### config.mk
export PLATFORM = sky130hd
export DESIGN_NAME = pe_tx_queue
export DESIGN_NICKNAME = d
export VERILOG_FILES = /design/src/rtl/bft_pkg.sv /design/src/rtl/pe_tx_fifo.sv /design/src/rtl/pe_tx_queue.sv
export SDC_FILE = /design/constraint.sdc
export NUM_CORES = 1
export LEC_CHECK = 0
export CORE_ASPECT_RATIO = 0.7
export CORE_MARGIN = 4
export CORE_UTILIZATION = 50
export DETAILED_ROUTE_END_ITERATION = 8
export PLACE_DENSITY = 0.78
export SKIP_CTS_REPAIR_TIMING = 1
export SLEW_MARGIN = 25
export SYNTH_ARGS = -nofsm -noshare
export SYNTH_HDL_FRONTEND = slang
export SYNTH_SLANG_ARGS = --single-unit
### constraint.sdc
create_clock -name clk -period 3.4 [get_ports clk]
set_input_delay 0.68 -clock clk [delete_from_list [all_inputs] [get_ports clk]]
set_output_delay 0.68 -clock clk [all_outputs]
set_load 0.02 [all_outputs]
### src/rtl/bft_pkg.sv
// Shared BFT leaf definitions: leaf-address width, packet field offsets, packet builder.
// Offsets and make_pkt describe the default 16-leaf / 27-bit-payload packet format.
package bft_pkg;

  function automatic int log_l(input int n);
    return $clog2(n);
  endfunction

  localparam int BFT_NUM_LEAVES = 16;
  localparam int BFT_PAYLOAD_SZ = 27;
  localparam int BFT_LOG_L      = $clog2(BFT_NUM_LEAVES);
  localparam int BFT_P_SZ       = 1 + BFT_LOG_L + BFT_PAYLOAD_SZ;

  localparam int VALID_BIT   = BFT_P_SZ - 1;
  localparam int DEST_LSB    = BFT_PAYLOAD_SZ;
  localparam int PAYLOAD_LSB = 0;

  function automatic logic [BFT_P_SZ-1:0] make_pkt(input logic [BFT_LOG_L-1:0] dest,
                                                   input logic [BFT_PAYLOAD_SZ-1:0] payload);
    logic [BFT_P_SZ-1:0] pkt;
    pkt                                = '0;
    pkt[VALID_BIT]                     = 1'b1;
    pkt[DEST_LSB +: BFT_LOG_L]         = dest;
    pkt[PAYLOAD_LSB +: BFT_PAYLOAD_SZ] = payload;
    return pkt;
  endfunction

endpackage

### src/rtl/pe_tx_fifo.sv
// Small synchronous FIFO; caller guarantees no push when full and no pop when empty.
// rdata is the current head, valid whenever count is non-zero.
module pe_tx_fifo #(
  parameter int DEPTH = 4,
  parameter int WIDTH = 31
) (
  input  logic                     clk,
  input  logic                     rst,
  input  logic                     push,
  input  logic                     pop,
  input  logic [WIDTH-1:0]         wdata,
  output logic [WIDTH-1:0]         rdata,
  output logic [$clog2(DEPTH):0]   count
);

  localparam int AW = $clog2(DEPTH);

  logic [WIDTH-1:0] mem [DEPTH];
  logic [AW-1:0]    wr_ptr_q, wr_ptr_d;
  logic [AW-1:0]    rd_ptr_q, rd_ptr_d;
  logic [AW:0]      count_q, count_d;

  always_comb begin
    wr_ptr_d = wr_ptr_q;
    rd_ptr_d = rd_ptr_q;
    count_d  = count_q;
    if (push) begin
      wr_ptr_d = wr_ptr_q + 1'b1;
    end
    if (pop) begin
      rd_ptr_d = rd_ptr_q + 1'b1;
    end
    case ({push, pop})
      2'b10:   count_d = count_q + 1'b1;
      2'b01:   count_d = count_q - 1'b1;
      default: count_d = count_q;
    endcase
  end

  always_ff @(posedge clk or posedge rst) begin
    if (rst) begin
      wr_ptr_q <= '0;
      rd_ptr_q <= '0;
      count_q  <= '0;
    end else begin
      wr_ptr_q <= wr_ptr_d;
      rd_ptr_q <= rd_ptr_d;
      count_q  <= count_d;
    end
  end

  // Storage carries no reset; stale entries are never visible because count gates reads.
  always_ff @(posedge clk) begin
    if (push) begin
      mem[wr_ptr_q] <= wdata;
    end
  end

  assign rdata = mem[rd_ptr_q];
  assign count = count_q;

endmodule

### src/rtl/pe_tx_queue.sv
// Leaf packet source: FIFO-buffered TX into a resend-holding output slot, plus RX capture.
// Optional resend statistics counter built only when PE_TX_RESEND_STATS_EN is defined.
module pe_tx_queue
  import bft_pkg::*;
#(
  parameter int num_leaves = 16,
  parameter int payload_sz = 27,
  parameter int p_sz       = 32,
  parameter int DEPTH      = 4,
  parameter int CNT_W      = 16,
  localparam int LOG_L     = log_l(num_leaves)
) (
  input  logic                     clk,
  input  logic                     reset,
  input  logic                     in_valid,
  output logic                     in_ready,
  input  logic [LOG_L-1:0]         in_dest,
  input  logic [payload_sz-1:0]    in_payload,
  output logic [p_sz-1:0]          pe_interface,
  input  logic [p_sz-1:0]          interface_pe,
  input  logic                     resend,
  output logic [p_sz-2:0]          rx_data,
  output logic                     rx_valid,
  output logic [CNT_W-1:0]         rx_count,
  output logic [$clog2(DEPTH):0]   occupancy,
  output logic [CNT_W-1:0]         resend_count
);

  localparam int AW = $clog2(DEPTH);

  if (p_sz != 1 + LOG_L + payload_sz) begin : g_bad_p_sz
    $error("pe_tx_queue: p_sz must equal 1 + LOG_L + payload_sz");
  end
  if (DEPTH < 2 || (1 << AW) != DEPTH) begin : g_bad_depth
    $error("pe_tx_queue: DEPTH must be a power of 2 and >= 2");
  end

  logic              push_s, pop_s, slot_valid_s;
  logic [p_sz-2:0]   fifo_rdata_s;
  logic [AW:0]       occupancy_s, occ_next_s;
  logic              in_ready_q, in_ready_d;
  logic [p_sz-1:0]   slot_q, slot_d;
  logic [p_sz-2:0]   rx_data_q, rx_data_d;
  logic              rx_valid_q, rx_valid_d;
  logic [CNT_W-1:0]  rx_count_q, rx_count_d;

  pe_tx_fifo #(
    .DEPTH (DEPTH),
    .WIDTH (p_sz - 1)
  ) u_fifo (
    .clk   (clk),
    .rst   (reset),
    .push  (push_s),
    .pop   (pop_s),
    .wdata ({in_dest, in_payload}),
    .rdata (fifo_rdata_s),
    .count (occupancy_s)
  );

  // The slot reloads whenever it is empty or its packet was accepted; a resend pins it.
  always_comb begin
    slot_valid_s = slot_q[p_sz-1];
    push_s       = in_valid && in_ready_q;
    pop_s        = (!slot_valid_s || !resend) && (occupancy_s != '0);
    if (slot_valid_s && resend) begin
      slot_d = slot_q;
    end else if (occupancy_s != '0) begin
      slot_d = {1'b1, fifo_rdata_s};
    end else begin
      slot_d = '0;
    end
    case ({push_s, pop_s})
      2'b10:   occ_next_s = occupancy_s + 1'b1;
      2'b01:   occ_next_s = occupancy_s - 1'b1;
      default: occ_next_s = occupancy_s;
    endcase
    // Registered so a same-cycle pop never opens the door, and low through reset.
    in_ready_d = (occ_next_s != (AW+1)'(DEPTH));
  end

  always_comb begin
    rx_valid_d = interface_pe[p_sz-1];
    rx_data_d  = rx_data_q;
    rx_count_d = rx_count_q;
    if (interface_pe[p_sz-1]) begin
      rx_data_d  = interface_pe[p_sz-2:0];
      rx_count_d = rx_count_q + 1'b1;
    end
  end

  always_ff @(posedge clk or posedge reset) begin
    if (reset) begin
      in_ready_q <= 1'b0;
      slot_q     <= '0;
      rx_data_q  <= '0;
      rx_valid_q <= 1'b0;
      rx_count_q <= '0;
    end else begin
      in_ready_q <= in_ready_d;
      slot_q     <= slot_d;
      rx_data_q  <= rx_data_d;
      rx_valid_q <= rx_valid_d;
      rx_count_q <= rx_count_d;
    end
  end

`ifdef PE_TX_RESEND_STATS_EN
  logic [CNT_W-1:0] resend_count_q, resend_count_d;

  always_comb begin
    resend_count_d = resend_count_q;
    if (slot_valid_s && resend) begin
      resend_count_d = resend_count_q + 1'b1;
    end
  end

  always_ff @(posedge clk or posedge reset) begin
    if (reset) begin
      resend_count_q <= '0;
    end else begin
      resend_count_q <= resend_count_d;
    end
  end

  assign resend_count = resend_count_q;
`else
  assign resend_count = '0;
`endif

  assign in_ready     = in_ready_q;
  assign pe_interface = slot_q;
  assign rx_data      = rx_data_q;
  assign rx_valid     = rx_valid_q;
  assign rx_count     = rx_count_q;
  assign occupancy    = occupancy_s;

endmodule

==> summary.md <==
| Metric | Value |
|---|---|
| Most used cell along the critical path | `nand4_1` |
| Number of enable flip-flop cells after synthesis | `approximately 120` |
| Worst slack at placement | `approximately 0.66 ns` |
| Fin util | `65.8%` |
| Power share of the sequential group | `between 40% and 50%` |
| Starting density of the core | `around 51%` |
| Commonest cells post-synth | `edfxtp_1, dfrtp_1, mux2_2, a22o_1, mux4_2` |
| Vias in the first global route | `4501` |
| Die area | `18200 um2` |
| Sequential fraction of the synthesis area | `between 70 and 80%` |
| Slew Limit Fails | `0` |
| Worst Path Arrival | `roughly 2.7 ns` |
| Max-cap viol count | `0` |
| DR iter-0 viols | `roughly 220` |
| Post-DRT Antenna Nets | `0` |
| Ys Warns | `0` |
| Crit-path cells | `clkdlybuf4s50_1, nand4_1, nor2_1, nand4_1, xnor2_1` |
| Part of the power in combinational logic | `between 20 and 30%` |
| Mean Syn Cell Area | `19.5 um2` |
| Gpl congestion | `0.784` |
| Vias/cell | `approximately 5.4` |
| Setup violators final | `0` |
| Mapped Cells | `412` |
| Largest net degree at the start of global routing | `53` |
| DP Area | `slightly below 10000 um2` |
| Levels on crit path | `5` |
| Worst Skew | `0.0124 ns` |
| Layout filler cell count | `1045` |
| Setup slack after layout | `around 1.1 ns` |
| Worst-skew pair later-pin latency | `0.48 ns` |
| Hold WC Path Type | `reg -> reg` |
| Switch Pwr | `about 2500 uW` |
| PD cells | `804 nW/um2` |
| Via count | `4257` |
| Crit path buffers/inverters | `1` |
| Port bufs | `150` |
| Switching Fraction | `between 20% and 30%` |
| Synth top area share | `a little under half` |
| Initial antenna violation count | `0` |
| Die X-Extent | `~160 um` |
| R2R cell count | `8` |
| Netlist Area Pre-Place | `8050 um2` |
| CP max stage cell | `clkdlybuf4s50_1` |
| Setup TNS | `0 ns` |
| Critical path fanouts, max | `15` |
| Worst path top cell family by delay | `buffers and inverters` |
| Tightest Pin Transition | `between 0.8 and 0.9 ns` |
| FMAX | `roughly 0.43 GHz` |
| CP Class | `in -> reg` |
| CTS tree | `done` |
| Hold path depth | `1` |
| HPWL after DPL | `between 10000 and 15000 um` |
| DRC viols | `0` |
| P_int | `about 5800 uW` |
| Site Rows | `38` |
| CP startpoint kind | `input port` |
| DR WL/cell | `just over 20 um` |
| TritonCTS buffer count | `20` |
| Critical path data required time | `roughly 3.8 ns` |
| Layout area overhead | `27.9%` |
| Layout cells sized above 1 | `a little under a fifth` |
| Most common cell in the netlist | `edfxtp_1` |
| Initial DRT Pass Iterations | `4` |
| Worst vdd ir | `~0.41 mV` |
| Count of final hold-check violations | `0` |
| GR Util All Layers | `roughly 18%` |
| Top-level I/O count | `167` |
| Top cells by area, synth | `edfxtp_1, dfrtp_1, mux4_2` |
| RSZ-0062 raised after global routing | `no` |
| Ys async rst share | `roughly two fifths` |
| Clock root cell | `clkbuf_16` |
| Clock power frac | `25.2%` |
| Core area | `around 16000 um2` |
| H-Tree Depth | `1` |
| Final critical-path share of the clock period | `between 60% and 70%` |
| Maximum buffer depth of the clock tree | `3` |
| Top_reg_cell synth | `edfxtp_1` |
| Total gr overflow | `0` |
| Drt total wl | `around 16000 um` |
| CTS Sinks | `approximately 210` |
| Global-route wire length before repair | `25400 um` |
| Unique masters post-synth | `33` |
| Multi-input logic area | `roughly 1900 um2` |
| Synth Register Bits | `about 210` |
| Period minus WS final | `between 2 and 2.5 ns` |
| Finished Cell Area | `approximately 10000 um2` |
| Status | `finished, final reports clean` |
| LEAKAGE | `between 0.003 and 0.004 uW` |
| Crit path capture type | `register` |
| Synth area leader | `edfxtp_1` |
| Largest stage delay on the critical path | `about 0.90 ns` |
| Layout Nets | `645` |
| Reg clk slew, reported paths | `roughly 0.06 ns` |
| Max_slew headroom | `41.5%` |
| Reg area | `approximately 6000 um2` |
| Die Ht | `between 100 and 150 um` |
| WHS | `between 0.5 and 0.6 ns` |
==> area by class of cell <==
| class | instances | area share (%) |
|---|---|---|
| inverters | 6 | 0.243 |
| clock buffers | 32 | 5.80 |
| flip-flops and latches | 212 | 57.6 |
| diodes | 1 | 0.0243 |
| multi-input cells | 175 | 18.6 |
| repair buffers | 156 | 15.1 |
| clock inverters | 4 | 0.207 |
| well taps | 200 | 2.43 |
==> worst register-to-register path, cell delays in order, from the launching register on <==
cell and delay (ns):
dfrtp_1 0.41, nor3_1 0.48, nor2_4 0.05, ha_1 0.23, inv_1 0.07, fa_1 0.41, mux2i_1 0.22, nor2_1 0.09
nand2_1 0.07
==> logic make-up (layout without fill, tap and decap cells) <==
kind of cell | count (synthesis) | after routing | synth area share [%]
flip-flops | 212 | 212 | 73.6
multiplexers | 65 | 65 | 13.5
buffers and inverters | 40 | 198 | 3.48
AND/OR/NAND/NOR | 35 | 35 | 2.52
AO/OA/AOI/OAI | 31 | 31 | 3.37
XOR/XNOR | 21 | 21 | 2.28
adder cells (fa/ha/maj) | 7 | 7 | 1.18
other | 1 | 17 | 0.0466
==> metrics by stage <==
stage,power [uW],instances
after floorplan,5280,427
after global placement,6180,749
after detailed placement,6280,749
after CTS,8380,785
after global routing,8680,785
final,8280,786
==> power groups by stage <==
stage                     clock (uW)  sequential (uW)  combinational (uW)
after floorplan                    0             3970                1310
after global placement             0             3820                2370
after detailed placement           0             3850                2430
after CTS                       2130             3810                2440
after global routing            2230             3880                2570
final                           2080             3800                2400
==> metal layers <==
layer	global-route usage [%]	share of wire, %
met1	24.6	41
met2	29.5	48
met5	0	0
met4	3.64	1.8
met3	4.61	8.9
==> cell usage in the layout, fill, tap and decap left out, drive strengths merged <==
cell / n
a22o: 31
and2: 1
and3: 6
and4: 1
buf: 6
clkbuf: 32
clkdlybuf4s50: 150
clkinv: 3
clkinvlp: 1
conb: 16
dfrtp: 88
diode: 1
edfxtp: 124
fa: 1
ha: 6
inv: 6
mux2: 33
mux2i: 1
mux4: 31
nand2: 9
nand2b: 1
nand3: 1
nand4: 5
nor2: 6
nor2b: 2
nor3: 1
nor4: 1
or3: 1
xnor2: 11
xor2: 10
==> worst paths after layout <==
path | start | end | slack, ns
min | pe_interface[4] | pe_interface[4] | 0.50
min in group asynchronous | reset | pe_interface[30] | 0.60
max | interface_pe[31] | rx_count[15] | 1.09
max in group asynchronous | reset | rx_data[18] | 2.15
min reg2reg | pe_interface[4] | pe_interface[4] | 0.50
max reg2reg | u_fifo.count[2] | in_ready | 1.32
==> sequential cells by signal (all words and copies together), names as in the netlist <==
signal	cells
u_fifo.count	3
u_fifo.mem	124
u_fifo.rd_ptr_q	2
in_ready	1
u_fifo.wr_ptr_q	2
pe_interface	32
rx_count	16
rx_data	31
rx_valid	1
No activity file was read; power rests on OpenSTA's default activity.
